### config.mk
export PLATFORM = sky130hd
export DESIGN_NAME = fetch_unit
export DESIGN_NICKNAME = d
export VERILOG_FILES = /design/src/rtl/fetch_unit.sv
export SDC_FILE = /design/constraint.sdc
export NUM_CORES = 1
export LEC_CHECK = 0
export ABC_AREA = 1
export BUFFER_PORTS_ARGS = -buffer_cell sky130_fd_sc_hd__buf_2
export CORE_MARGIN = 5
export CORE_UTILIZATION = 23
export CTS_BUF_LIST = sky130_fd_sc_hd__clkbuf_4 sky130_fd_sc_hd__clkbuf_8
export CTS_CLUSTER_SIZE = 14
export DETAILED_ROUTE_END_ITERATION = 10
export SYNTH_ARGS = -nofsm -noshare
export SYNTH_HDL_FRONTEND = slang
export SYNTH_SLANG_ARGS = --single-unit
### constraint.sdc
create_clock -name clk -period 1.65 [get_ports clk]
set_clock_uncertainty 0.05 [all_clocks]
set_input_delay 0.33 -clock clk [delete_from_list [all_inputs] [get_ports clk]]
set_output_delay 0.33 -clock clk [all_outputs]
set_load 0.03 [all_outputs]
### src/rtl/fetch_unit.sv
// Instruction fetch: PC register, one-cycle memory read, small
// {pc,insn} buffer toward decode, redirect flush with misalign pulse.
// Ports: clk, rst (async low); redirect_valid_i/redirect_pc_i;
// insn_ready_i; mem_data_i in, mem_addr_o/mem_read_en_o out;
// insn_valid_o/insn_o/insn_pc_o head of buffer; misaligned_o pulse.
module fetch_unit #(
  parameter int AWIDTH = 32,
  parameter int DWIDTH = 32,
  parameter logic [AWIDTH-1:0] BASE_ADDR = 32'h01000000,
  parameter int FIFO_DEPTH = 2
) (
  input  logic              clk,
  input  logic              rst,
  input  logic              redirect_valid_i,
  input  logic [AWIDTH-1:0] redirect_pc_i,
  input  logic              insn_ready_i,
  input  logic [DWIDTH-1:0] mem_data_i,
  output logic [AWIDTH-1:0] mem_addr_o,
  output logic              mem_read_en_o,
  output logic              insn_valid_o,
  output logic [DWIDTH-1:0] insn_o,
  output logic [AWIDTH-1:0] insn_pc_o,
  output logic              misaligned_o
);

  localparam int PW = $clog2(FIFO_DEPTH);
  localparam int CW = $clog2(FIFO_DEPTH + 1);
  localparam logic [CW-1:0] DEPTH_C = CW'(FIFO_DEPTH);

  typedef struct packed {
    logic [AWIDTH-1:0] pc;
    logic [DWIDTH-1:0] insn;
  } entry_t;

  entry_t          fifo_q [FIFO_DEPTH];
  entry_t          fifo_d [FIFO_DEPTH];
  logic [AWIDTH-1:0] pc_q, pc_d;
  logic [CW-1:0]   count_q, count_d;
  logic [PW-1:0]   rd_ptr_q, rd_ptr_d;
  logic [PW-1:0]   wr_ptr_q, wr_ptr_d;
  logic            mis_q, mis_d;

  logic pop;
  logic push_ok;
  logic rd_en;
  entry_t head;

  assign head          = fifo_q[rd_ptr_q];
  assign insn_valid_o  = (count_q != '0);
  assign pop           = insn_valid_o && insn_ready_i;
  assign push_ok       = (count_q < DEPTH_C) || pop;
  // count is already 0 during reset, so the reset level gates the read.
  assign rd_en         = push_ok && !redirect_valid_i && rst;
  assign mem_read_en_o = rd_en;
  assign mem_addr_o    = pc_q;
  assign insn_o        = insn_valid_o ? head.insn : '0;
  assign insn_pc_o     = insn_valid_o ? head.pc : '0;
  assign misaligned_o  = mis_q;

  always_comb begin
    pc_d     = pc_q;
    count_d  = count_q;
    rd_ptr_d = rd_ptr_q;
    wr_ptr_d = wr_ptr_q;
    fifo_d   = fifo_q;
    mis_d    = 1'b0;
    unique case (1'b1)
      redirect_valid_i: begin
        pc_d     = {redirect_pc_i[AWIDTH-1:2], 2'b00};
        count_d  = '0;
        rd_ptr_d = '0;
        wr_ptr_d = '0;
        mis_d    = |redirect_pc_i[1:0];
      end
      default: begin
        if (rd_en) begin
          fifo_d[wr_ptr_q] = '{pc: pc_q, insn: mem_data_i};
          wr_ptr_d = wr_ptr_q + PW'(1);
          pc_d     = pc_q + AWIDTH'(4);
        end
        if (pop) begin
          rd_ptr_d = rd_ptr_q + PW'(1);
        end
        count_d = count_q + CW'(rd_en) - CW'(pop);
      end
    endcase
  end

  always_ff @(posedge clk or negedge rst) begin
    if (!rst) begin
      pc_q     <= BASE_ADDR;
      count_q  <= '0;
      rd_ptr_q <= '0;
      wr_ptr_q <= '0;
      mis_q    <= 1'b0;
      for (int i = 0; i < FIFO_DEPTH; i++) begin
        fifo_q[i] <= '0;
      end
    end else begin
      pc_q     <= pc_d;
      count_q  <= count_d;
      rd_ptr_q <= rd_ptr_d;
      wr_ptr_q <= wr_ptr_d;
      mis_q    <= mis_d;
      fifo_q   <= fifo_d;
    end
  end

endmodule

=== After elaboration in Yosys (flattened, before gate mapping) ===
Index checks and enable logic that the tools add are counted.

* Register bits: 165
* Latch bits: 0
* Memory bits (writable): 0
* Bits in read-only memories: 0
* Input port bits: 68
* Output and inout bits: 99
* Word-level logic and storage cells: 48
* Memories kept: 0

* Add/subtract/negate cells: 5
* Multiply operators: 0
* Divide/modulo/power cells: 0
* $lt $le $gt $ge: 4
* Equality and inequality tests: 0
* Shift operators: 0
* Muxes and demuxes: 16
* Bitwise gates (word level): 3
* Reduce and logical (&&, ||, !) cells: 11

{| class="wikitable"
|+ Operators by type and width
! cell !! number
|-
| two-way mux 64 bit || 4
|-
| bitwise mux 128 bit || 1
|-
| two-way mux 32 bit || 4
|-
| demux 64 bit (select 1 bit) || 1
|-
| adder 32 x 3 -> 32 bit, second input constant || 1
|-
| nonzero test 2 bit || 3
|-
| two-way mux 1 bit || 5
|-
| greater-or-equal comparator 2 bit, second input constant || 2
|-
| logical AND 1 bit || 4
|-
| NOT 1 -> 2 bit || 2
|-
| adder 1 bit, second input constant || 2
|-
| adder 2 x 1 -> 2 bit || 1
|-
| less-than comparator 2 x 1 -> 1 bit, second input constant || 1
|-
| less-than comparator 2 bit, second input constant || 1
|-
| two-way mux 2 bit || 1
|-
| AND reduction 2 bit || 1
|-
| OR reduction 2 bit || 1
|-
| subtractor 2 x 1 -> 2 bit || 1
|-
| logical NOT 1 bit || 1
|-
| logical OR 1 bit || 1
|-
| NOT 1 bit || 1
|}

=== Logic depth before layout (Yosys ltp) ===
* Depth in word-level cells: 8
* Depth in mapped cells: 9
* Depth with buffers taken out: 9

=== Worst setup path before layout ===
Ideal clock, no wire load.

* Path type: register to output
* Start: register rd_ptr_q
* End: output port insn_pc_o[21]
* Data arrival time: 1,451 ps
* Path slack: -181 ps
* Stages on the path, launching flop included: 5
* Path buffers: 2
* Cell sequence: dfrtp_1 -> clkbuf_1 -> clkbuf_1 -> nand2_1 -> a21oi_1

* Cells in the longest elaborated chain, start to end: 5

{| class="wikitable"
|+ Ends and longest elaborated chain
! what !! line !! text
|-
| from (decl) || 39 || <nowiki>logic [PW-1:0] rd_ptr_q, rd_ptr_d;</nowiki>
|-
| from (signal assigned) || 102 || <nowiki>rd_ptr_q <= rd_ptr_d;</nowiki>
|-
| NOT 1 -> 2 bit (implied by the code) || 48 || <nowiki>assign head = fifo_q[rd_ptr_q];</nowiki>
|-
| two-way mux 64 bit (implied by the code) (3 in a row) || 48 ||
|-
| two-way mux 32 bit || 57 || <nowiki>assign insn_pc_o = insn_valid_o ? head.pc : '0;</nowiki>
|-
| to (decl) || 22 || <nowiki>output logic [AWIDTH-1:0] insn_pc_o,</nowiki>
|}

No other way between the ends. The select of a mux whose other input is x is not followed.

=== Worst setup path after layout ===
* Start: register rd_ptr_q
* End: output port insn_o[17]

* Cells in the longest elaborated chain, start to end: 5

{| class="wikitable"
|+ Ends and longest elaborated chain
! what !! line !! text
|-
| NOT 1 -> 2 bit (implied by the code) || 48 ||
|-
| two-way mux 64 bit (implied by the code) (3 in a row) || 48 ||
|-
| two-way mux 32 bit || 56 || <nowiki>assign insn_o = insn_valid_o ? head.insn : '0;</nowiki>
|-
| to (decl) || 21 || <nowiki>output logic [DWIDTH-1:0] insn_o,</nowiki>
|}

No other way between the ends. The select of a mux whose other input is x is not followed.

==> impl_results.md <==
- Number of enable flip-flop cells after synthesis: 0
- Startpoint kind of the worst setup timing path: flop
- Number of endpoints with negative hold slack in the final report: 0
- Placed wire-length estimate after detailed placement: ~19 mm
- Violated checks: negative setup slack
- Pin count of the biggest net entering global routing: around 80
- Biggest area consumer among synthesized cells: sky130_fd_sc_hd__dfrtp_1
- Number of standard cells after synthesis: between 1,000 and 1,500
- Chip Width: ~190 um
- Router iterations before antenna repair: 5
- Final WS setup: -440 ps
- Post-synthesis async set-or-reset flop share: 100%
- Leading post-synthesis cells by instance count: 380 x sky130_fd_sc_hd__nand2_1, 158 x sky130_fd_sc_hd__dfrtp_1, 111 x sky130_fd_sc_hd__o21ai_0
- I/O Buffers: 162
- Post-DR vias/cell: 4.57
- Critical Path AT: 1710 ps
- Mean cell area of the mapped netlist: ~7.6 um2
- Number of placed instances, taps included: 1,628
- Share of cells above drive strength 1: approximately two fifths
- Initial antenna violation count: 0
- Biggest area contributors in the synthesized netlist: sky130_fd_sc_hd__dfrtp_1 51%, sky130_fd_sc_hd__nand2_1 18%, sky130_fd_sc_hd__o21ai_0 7.1%
- Sink Count: ~160
- Wire length of the first global-routing pass: around 42 mm
- Total leakage power: between 5 and 6 nW
- Dominant cell by count in the synthesized netlist: sky130_fd_sc_hd__nand2_1
- Antenna Cells: 0
- Cell area after synthesis: approximately 7800 um2
- Count of max-cap constraint violations: 0
- Final nets: approximately 1,400
- Post-layout min period: 2090 ps
- Largest driver fanout on the critical path: 16
- First DRT Iteration DRCs: about 540
- Final slew viol count: 0
- DRC violation count after routing: 0
- Routed wire length: around 33 mm
- Number of warnings printed during yosys synthesis: 0
- Proportion of synthesized chip area in sequential cells: roughly half
- Final Setup Violations: approximately 200
- Core outline area: approximately 34,000 um2
- Clock buffer count from CTS: 17
- Signed area change from the synthesized netlist to the final layout: 62.1%
- Count of non-filler cells in the finished layout: about 1,800
- Global routing usage summed across all routing layers: 13.8%
- Later-pin clock latency in the skew report: between 400 and 500 ps
- Remaining antenna violation count: 0
- Number of rows in the core area: between 60 and 70
- Outcome: finished with violations
- Top-level I/O count: 167
- Clock tree from TritonCTS: done
- Placed instance area: 9710 um2
- RSZ-0062 raised after global routing: yes
- H-tree depth: 4
- Max Buffers Root-to-Sink: 2
- Classification of the worst-slack hold path: primary input to flop
- Crit Path Category: flop to output port
- Highest achievable clock rate: 0.479 GHz
- Die area: between 30,000 and 40,000 um2
- Area share of the leading cell type in the synthesized netlist: between 50% and 60%
- Internal reg-to-reg setup slack: -160 ps
- Residual overflow from global routing: 0
- Clk pin slew, worst setup/hold paths: ~110 ps
- Number of vias in the routed layout: 8,033
- Fin area: ~13,000 um2
- Die span in y: 194 um
- Via count of the first global-routing pass: ~7,400
- Share of the clock period used by the worst path after layout: 127%
- Placer Congestion: just over 0.8
- CTS Root Buffer Type: sky130_fd_sc_hd__clkbuf_8
- Worst path required time: 1270 ps
- Pwr Density: between 1500 and 2000 nW/um2
- Routed length per instance: ~19 um
- Crit. End Element: output port
- Largest voltage drop on the vdd net: between 600 and 700 uV
- Synth Flop Type: sky130_fd_sc_hd__dfrtp_1
- WHS: 37.5 ps
- Count of cell types in the netlist: 30
- Effective utilization at floorplan: about a quarter
- FF+latch count, synth: 159
[power by group]
group          switching (mW)  internal (mW)  total (mW)
logic                    5.71           4.47        10.2
registers               0.946           5.22        6.17
clock network            1.80           1.12        2.92
[stage by stage]
step / total power [mW] / utilization (%) / setup TNS [ps] / setup WS, ps
3_5_place_dp: 12.8 / 29.0 / -160 / -34.3
5_1_grt: 20.3 / 37.7 / -51740 / -519
6_report: 19.3 / 37.7 / -35970 / -440
3_3_place_gp: 12.7 / 29.0 / -9.83 / -5.78
4_1_cts: 17.3 / 32.6 / -27700 / -484
2_1_floorplan: 10.4 / - / -371 / -91.6
[per-layer routing]
metal | up-vias | global-route usage [%] | wire length [um]
met1 | 3940 | 18.8 | 15100
li1 | 3816 | - | -
met3 | 38 | 3.18 | 1800
met4 | 0 | 3.78 | 715
met2 | 239 | 22.3 | 15200
met5 | - | 0 | 0
[path summary, 6_finish.rpt]
| path | start | to | cells after the start |
|---|---|---|---|
| setup / recovery | rd_ptr_q | insn_o[17] | 5 |
| min in group asynchronous | rst | mem_addr_o[7] | 2 |
| max in group asynchronous | rst | mem_addr_o[23] | 4 |
| hold / removal | redirect_pc_i[7] | mem_addr_o[7] | 3 |
| setup reg to reg | count_q[1] | fifo_q[63] | 11 |
| hold reg to reg | fifo_q[124] | fifo_q[124] | 2 |
[critical path, cell delays in order (launching register included)]
cell	delay [ps]
sky130_fd_sc_hd__dfrtp_2	450
sky130_fd_sc_hd__buf_6	180
sky130_fd_sc_hd__buf_12	160
sky130_fd_sc_hd__nand2_1	80
sky130_fd_sc_hd__a21oi_2	200
sky130_fd_sc_hd__buf_6	160
[sequential cells by signal (all words and copies together), names as in the netlist]
register and count:
fifo_q 124, rd_ptr_q 1, misaligned_o 1, mem_addr_o 30
count_q 2, wr_ptr_q 1
[cell usage in the layout (no fill, tap or decap), types with 7 or more instances in the layout]
cell,Yosys,final
sky130_fd_sc_hd__o21ai_2,0,21
sky130_fd_sc_hd__nor2_1,45,42
sky130_fd_sc_hd__buf_2,8,96
sky130_fd_sc_hd__nand3_1,43,25
sky130_fd_sc_hd__nand2_8,0,7
sky130_fd_sc_hd__inv_1,92,88
sky130_fd_sc_hd__nand3_2,0,18
sky130_fd_sc_hd__a21oi_2,0,31
sky130_fd_sc_hd__buf_12,0,20
sky130_fd_sc_hd__o21ai_0,111,54
sky130_fd_sc_hd__o21ai_1,40,76
sky130_fd_sc_hd__clkbuf_16,0,23
sky130_fd_sc_hd__buf_8,0,8
sky130_fd_sc_hd__dfrtp_2,0,7
sky130_fd_sc_hd__nand2_2,1,41
sky130_fd_sc_hd__nand2_1,380,334
sky130_fd_sc_hd__a21oi_4,0,31
sky130_fd_sc_hd__dfrtp_1,158,151
sky130_fd_sc_hd__buf_6,7,91
sky130_fd_sc_hd__clkbuf_8,0,17
sky130_fd_sc_hd__buf_4,10,42
sky130_fd_sc_hd__dlygate4sd3_1,0,13
[final cells by class]
cell class / instances / area [um2]
clock buffers: 17 / 234
well taps: 448 / 561
repair buffers: 299 / 3210
clock inverters: 15 / 143
repair inverters: 1 / 16.3
flip-flops and latches: 159 / 3990
multi-input cells: 723 / 4100
inverters: 95 / 394
fillers: 3412 / 20900
[what timing repair did]
action / CTS / global route
hold endpoints to repair: 20 / 0
buffers inserted: 17 / 24
hold buffers: 13 / 0
gates resized for setup: 164 / 224
setup endpoints to repair: 69 / 219
pin swaps: 6 / 11
gates cloned: 3 / 43
[cells by family after synthesis]
logic type,Yosys count,share of synthesized area (%)
compound gates,224,14.6
xor+xnor,7,0.786
fa+ha+maj,3,0.481
buf+inv,151,8.58
flops,159,51.0
other cells,1,0.0481
simple gates,480,24.4
No activity file was read; power rests on OpenSTA's default activity.
